===== src/rtl/r_burst_buffer.sv =====
// rtl/r_burst_buffer.sv - Outgoing AXI R-beat buffer with cut-through or store-and-forward release
module r_burst_buffer #(
  parameter int ID_WIDTH   = 32,
  parameter int DATA_WIDTH = 64,
  parameter int RESP_WIDTH = 2,
  parameter int DEPTH      = 8,
  parameter int STORE_FWD  = 0,
  parameter int AF_THRESH  = DEPTH - 2,
  parameter int ERR_CNT_W  = 16,
  localparam int CNT_W     = $clog2(DEPTH + 1)
) (
  input  logic                  clk,
  input  logic                  rst_n,
  input  logic                  r_in_valid,
  output logic                  r_in_ready,
  input  logic [ID_WIDTH-1:0]   r_in_id,
  input  logic [DATA_WIDTH-1:0] r_in_data,
  input  logic [RESP_WIDTH-1:0] r_in_resp,
  input  logic                  r_in_last,
  output logic                  r_out_valid,
  input  logic                  r_out_ready,
  output logic [ID_WIDTH-1:0]   r_out_id,
  output logic [DATA_WIDTH-1:0] r_out_data,
  output logic [RESP_WIDTH-1:0] r_out_resp,
  output logic                  r_out_last,
  output logic [CNT_W-1:0]      level,
  output logic                  almost_full,
  output logic [CNT_W-1:0]      bursts_stored,
  output logic [ERR_CNT_W-1:0]  err_cnt
);

  localparam int PTR_W   = $clog2(DEPTH);
  localparam int ENTRY_W = ID_WIDTH + DATA_WIDTH + RESP_WIDTH + 1;
  localparam logic [PTR_W-1:0] LAST_IDX = PTR_W'(DEPTH - 1);
  localparam logic [CNT_W-1:0] FULL_LVL = CNT_W'(DEPTH);

  logic [ENTRY_W-1:0]    mem [DEPTH];
  logic [PTR_W-1:0]      wr_ptr, rd_ptr;
  logic [ID_WIDTH-1:0]   head_id;
  logic [DATA_WIDTH-1:0] head_data;
  logic [RESP_WIDTH-1:0] head_resp;
  logic                  head_last;
  logic                  full, empty, push, pop, release_ok;

  assign full  = (level == FULL_LVL);
  assign empty = (level == '0);
  assign {head_id, head_data, head_resp, head_last} = mem[rd_ptr];

  // Store-and-forward waits for a complete burst, but a full buffer must drain
  // anyway or a burst longer than DEPTH would never make progress.
  generate
    if (STORE_FWD != 0) begin : g_store_fwd
      assign release_ok = (bursts_stored != '0) | full;
    end else begin : g_cut_through
      assign release_ok = 1'b1;
    end
  endgenerate

  assign r_in_ready  = ~full;
  assign r_out_valid = ~empty & release_ok;
  assign push        = r_in_valid & r_in_ready;
  assign pop         = r_out_valid & r_out_ready;
  assign almost_full = (32'(level) >= AF_THRESH);

  assign r_out_id   = r_out_valid ? head_id   : '0;
  assign r_out_data = r_out_valid ? head_data : '0;
  assign r_out_resp = r_out_valid ? head_resp : '0;
  assign r_out_last = r_out_valid & head_last;

  always_ff @(posedge clk) begin
    if (push) mem[wr_ptr] <= {r_in_id, r_in_data, r_in_resp, r_in_last};
  end

  always_ff @(posedge clk or negedge rst_n) begin
    if (!rst_n) begin
      wr_ptr        <= '0;
      rd_ptr        <= '0;
      level         <= '0;
      bursts_stored <= '0;
      err_cnt       <= '0;
    end else begin
      if (push) wr_ptr <= (wr_ptr == LAST_IDX) ? '0 : wr_ptr + PTR_W'(1);
      if (pop)  rd_ptr <= (rd_ptr == LAST_IDX) ? '0 : rd_ptr + PTR_W'(1);

      if (push & ~pop)      level <= level + CNT_W'(1);
      else if (pop & ~push) level <= level - CNT_W'(1);

      if ((push & r_in_last) & ~(pop & head_last))      bursts_stored <= bursts_stored + CNT_W'(1);
      else if ((pop & head_last) & ~(push & r_in_last)) bursts_stored <= bursts_stored - CNT_W'(1);

      if (pop & head_resp[1] & (err_cnt != '1)) err_cnt <= err_cnt + ERR_CNT_W'(1);
    end
  end

endmodule


===== config.mk =====
export PLATFORM = sky130hd
export DESIGN_NAME = r_burst_buffer
export DESIGN_NICKNAME = d
export VERILOG_FILES = /design/src/rtl/r_burst_buffer.sv
export SDC_FILE = /design/constraint.sdc
export NUM_CORES = 1
export LEC_CHECK = 0
export ABC_AREA = 1
export CORE_ASPECT_RATIO = 0.6
export CORE_MARGIN = 1
export CORE_UTILIZATION = 35
export CTS_BUF_LIST = sky130_fd_sc_hd__clkbuf_4 sky130_fd_sc_hd__clkbuf_8 sky130_fd_sc_hd__clkbuf_16
export DETAILED_ROUTE_END_ITERATION = 7
export DONT_BUFFER_PORTS = 1
export PLACE_DENSITY = 0.48
export SETUP_SLACK_MARGIN = 0.1
export SLEW_MARGIN = 20
export SYNTH_ARGS = -nofsm -noshare
export SYNTH_HDL_FRONTEND = slang
export SYNTH_SLANG_ARGS = --single-unit

===== constraint.sdc =====
create_clock -name clk -period 15.5 [get_ports clk]
set_input_delay 1.55 -clock clk [delete_from_list [all_inputs] [get_ports clk]]
set_output_delay 1.55 -clock clk [all_outputs]
set_load 0.005 [all_outputs]

### Yosys cells after proc, flatten, opt, wreduce, memory -nomap -nowiden

Memory sizes are Yosys's and may differ from the RTL's.
Index checks and enable logic that the tools add are counted.

| storage, ports and cells | value |
|---|---|
| logic and storage cells | 49 |
| memory bits (writable) | 792 |
| register bits after elaboration | 30 |
| memories | 1 |
| input port bits | 103 |
| output and inout port bits | 126 |

| operators by class | value |
|---|---|
| add/sub/neg operators | 7 |
| $lt $le $gt $ge | 1 |
| bitwise gates (word level) | 17 |
| multiplexer cells | 11 |
| reduce and logical (&&, ||, !) cells | 3 |
| equality and inequality tests | 4 |

Memories:

| memory | depth | bits a word | read ports | clocked after Yosys merged registers in | write ports | line | text |
|---|---|---|---|---|---|---|---|
| mem | 8 | 99 | 1 | 0 | 1 | 37 | `logic [ENTRY_W-1:0] mem [DEPTH];` |

Operators by type and width:

| kind | number |
|---|---|
| 2-to-1 mux 64 bit | 1 |
| 2-to-1 mux 32 bit | 1 |
| adder 16 x 1 -> 16 bit, second input constant | 1 |
| 2-to-1 mux 4 bit | 4 |
| inequality test 16 bit, second input constant | 1 |
| bitwise AND 1 bit | 11 |
| adder 4 x 1 -> 4 bit, second input constant | 2 |
| subtractor 4 x 1 -> 4 bit, second input constant | 2 |
| adder 3 x 1 -> 3 bit, second input constant | 2 |
| equality test 3 bit, second input constant | 2 |
| 2-to-1 mux 3 bit | 2 |
| inverter 1 bit | 6 |
| equality test 4 bit, second input constant | 1 |
| greater-or-equal comparator 4 x 3 -> 1 bit, second input constant | 1 |
| zero test 4 bit | 1 |
| nonzero test 2 bit | 2 |
| 2-to-1 mux 1 bit | 2 |
| 2-to-1 mux 2 bit | 1 |

### Logic depth before layout (Yosys ltp)

| depth | value |
|---|---|
| depth in word-level cells | 8 |
| depth in mapped cells | 18 |

### Least setup slack after synthesis

No wires, ideal clock.

| timing | value |
|---|---|
| path type | input to register |
| from | in r_in_valid |
| to | mem mem[0][0] (netlist bit) (enable) |
| stages on the path | 3 |
| buffers on the path | 0 |
| required time | 14.943 ns |
| data arrival time | 6.065 ns |
| path slack | 8.877 ns |
| cells stage by stage | nand2_1 > or2_2 > nor2_1 |

| on the way | value |
|---|---|
| longest elaborated chain between the ends | 3 |

Ends and longest elaborated chain:

| element | line | text |
|---|---|---|
| start: declaration | 14 | `input logic r_in_valid,` |
| bitwise AND 1 bit | 61 | `assign push = r_in_valid & r_in_ready;` |
| 2-to-1 mux 1 bit | 71 | `if (push) mem[wr_ptr] <= {r_in_id, r_in_data, r_in_resp, r_in_last};` |
| 2-to-1 mux 1 bit (implied by the code) | 71 |  |
| end: declaration | 37 |  |

Every way passes these cells.

### Worst setup path in the final report

| timing | value |
|---|---|
| from | reg rd_ptr[0] |
| to | out r_out_id[11] |

| on the way | value |
|---|---|
| longest elaborated chain between the ends | 2 |

Ends and longest elaborated chain:

| element | line | text |
|---|---|---|
| start: declaration | 38 | `logic [PTR_W-1:0] wr_ptr, rd_ptr;` |
| start signal: assignment | 83 | `if (pop) rd_ptr <= (rd_ptr == LAST_IDX) ? '0 : rd_ptr + PTR_W'(1);` |
| memory (8 x 99 bit) | - |  |
| 2-to-1 mux 32 bit | 65 | `assign r_out_id = r_out_valid ? head_id : '0;` |
| end: declaration | 22 | `output logic [ID_WIDTH-1:0] r_out_id,` |

Every way passes these cells.

==> run summary <==
Outcome: finished, violations left
Failing checks: DRC
Layout Cells excl Fill: 3762
Global route hottest layer: met2
Met2 usage: 28.5%
Initial DRC Count: 1501
CTS Buffer Depth: 3
DP Cell Count: 3614
Post-synthesis register bit count: 822
Clock Tree Root: clkbuf_16
Nets: 2581
Fin Hold WS: 555 ps
# port buffers: 0
Total power draw: 7.07 mW
Ant. Diodes: 0
Share of layout cells above drive strength 1: 7.47%
PD cells: 195 mW/mm^2
DRT antenna net count: 0
Drt wl/cell: 22.8 um
Cells after synthesis: 2520
Crit. Startpoint: rd_ptr[0]$_DFFE_PN0P_
Place WS: 9810 ps
Worst Setup EP: r_out_id[11]
Worst r2r src: level[0]$_DFFE_PN0P_
Mean post-synth cell area: 13.0 um^2
Clk_lat worst skew: 650 ps
Final Hold Viols: 0
I/O pin count: 229
Critical path class: reg2out
Gr ovfl total: 0
Max VDD drop: 0.000145 V
Relative slew slack: 26.2%
Worst hold path class: reg2reg
M1 GR Usage: 24.5%
R2r worst-path depth: 15
Post-Syn Nets: 2636
Initial antenna violation count: 0
Row cnt: 86
Worst path depth: 7
Setup Skew: 23.9 ps
Final setup vio count: 0
Area grow syn2layout: 10.8%
Vias per cell: 5.30
Post-CTS Setup Inserts: 0
WP data required: 13950 ps
Num CTS Buffers: 81
Clock slew at reported path FFs: 70 ps
TritonCTS clock tree: done
Crit path DAT: 4560 ps
Crit share post-route: 39.4%
Worst Setup End Kind: output pin
Worst Setup Start Kind: flip-flop
Syn. warnings: 0
Slew Limit Fails: 0
Vias in the first global route: 19578
Mapped Area: 0.0327 mm^2
Detailed placer's ending HPWL: 42.8 mm
Seq/Total Area, Yosys: 75.1%
Starting Density: 35.5%
Distinct cells, synth: 36
CP Max Fanout: 111
Die height: 239 um
Register area: 0.0245 mm^2
CTS H-tree depth: 3
Max Cap Violations: 0
Post-cts resize count: 0
Crit-path cells: buf_4, buf_6, buf_4, o21ai_0, o22ai_1, nor2_1, nor2_1
Largest net degree at the start of global routing: 217
Final Wtd Congestion: 0.755
Filler cells: 8655
Gr usage total: 17.9%
Final min period: 6110 ps
Clock sink count: 822
RSZ-0062 raised after global routing: false
Setup_tns: 0 ps
Post-CTS Hold Buffers: 0
Slowest CP cell: buf_4
Setup ws final: 9390 ps
Final instance area: 0.0362 mm^2
Slew @ Worst Pin: 1110 ps
Final Util: 39.3%
Final wirelength: 85.8 mm
Pleak: 11.7 nW
Overall die area: 0.0946 mm^2
Fmax: 0.164 GHz
DR DRC count: 8
Post-placement cell area: 0.0336 mm^2
First-pass GRT wire length: 127 mm
Multi-input logic area: 0.00714 mm^2
Vias post-DR: 19927
CP bufs+invs: 3
Reg2reg setup slack: 11030 ps
CP peak stage delay: 850 ps
First drt pass iteration count: 8
Top cell family by delay on the critical path: buffers and inverters
Met3 Usage GRT: 4.25%
Core box area: 0.0921 mm^2
FF-to-FF End: bursts_stored[3]$_DFFE_PN0P_
DIE WIDTH: 396 um
-- power by group --
group          total (mW)  switching (mW)  internal (mW)
registers            2.90           0.118           2.78
clock network        1.94           0.845           1.10
logic                2.23            1.66          0.579
-- cells in the final DEF, fill, tap and decap left out, types with 27 or more instances in the layout --
cell type and count:
buf_4 28, o21ai_0 329, clkbuf_16 82, edfxtp_1 792, nor2_1 609, inv_1 34
o21ai_1 171, dfrtp_1 27, nand2_1 101, o22ai_1 195
-- metal layers --
metal,routed length [um],vias up
met1,39500,10126
met3,4990,137
li1,-,9127
met2,39500,537
met5,0,-
met4,1800,0
-- worst min path at each step --
stage | start | endpoint | slack (ps) | cells after the start
floorplan | bursts_stored[2]$_DFFE_PN0P_ | bursts_stored[2]$_DFFE_PN0P_ | 500 | 2
global placement | level[3]$_DFFE_PN0P_ | level[3]$_DFFE_PN0P_ | 530 | 2
detailed placement | level[3]$_DFFE_PN0P_ | level[3]$_DFFE_PN0P_ | 540 | 2
CTS | rst_n | bursts_stored[2]$_DFFE_PN0P_ | 520 | 0
global route | rst_n | wr_ptr[0]$_DFFE_PN0P_ | 530 | 0
finish | level[3]$_DFFE_PN0P_ | level[3]$_DFFE_PN0P_ | 560 | 2
-- final cells by class --
class                           instances  area share (%)
Clock buffer                          102            6.08
Clock inverter                         46            1.07
Inverter                               37           0.439
Multi-Input combinational cell       1493            19.7
Sequential cell                       822            67.8
Tap cell                             1232            4.26
Timing Repair Buffer                   30           0.643
-- tightest hold or removal path: cells and delay by family (launching register included) --
kind	cells	cell delay [ps]
DFF	1	410
and+or+nand+nor	2	120
-- state kept, by name (all words and copies together) (netlist names) --
signal         count
mem              792
level              4
wr_ptr             3
err_cnt           16
rd_ptr             3
bursts_stored      4
-- cell usage after synthesis (all sizes together) --
master  count  area share [%]
edfxtp    792              73
nor2      620             7.2
o21ai     500             7.7
o22ai     195             3.7
nand2     103             1.2
buf       101             2.0
clkbuf     67            0.80
inv        37            0.44
dfrtp      30             2.3
nand3      24            0.43
nand4      15            0.35
ha         11            0.42
xnor2       7            0.19
xor2        6            0.16
a21oi       4           0.061
fa          2            0.12
mux2        1           0.034
nand3b      1           0.023
nor3        1           0.031
o211ai      1           0.023
o21a        1           0.023
or2         1           0.019
-- cell families (layout without fill, tap and decap cells) --
kind of cell | Yosys count | after routing | share of synthesized area [%]
XOR/XNOR | 13 | 13 | 0.348
multiplexers | 1 | 1 | 0.0345
flip-flops | 822 | 822 | 75.1
adder cells (fa/ha/maj) | 13 | 13 | 0.544
AND/OR/NAND/NOR | 765 | 765 | 9.21
buffers and inverters | 205 | 215 | 3.28
AO/OA/AOI/OAI | 701 | 701 | 11.5
Power figures use the tool's default switching activity.
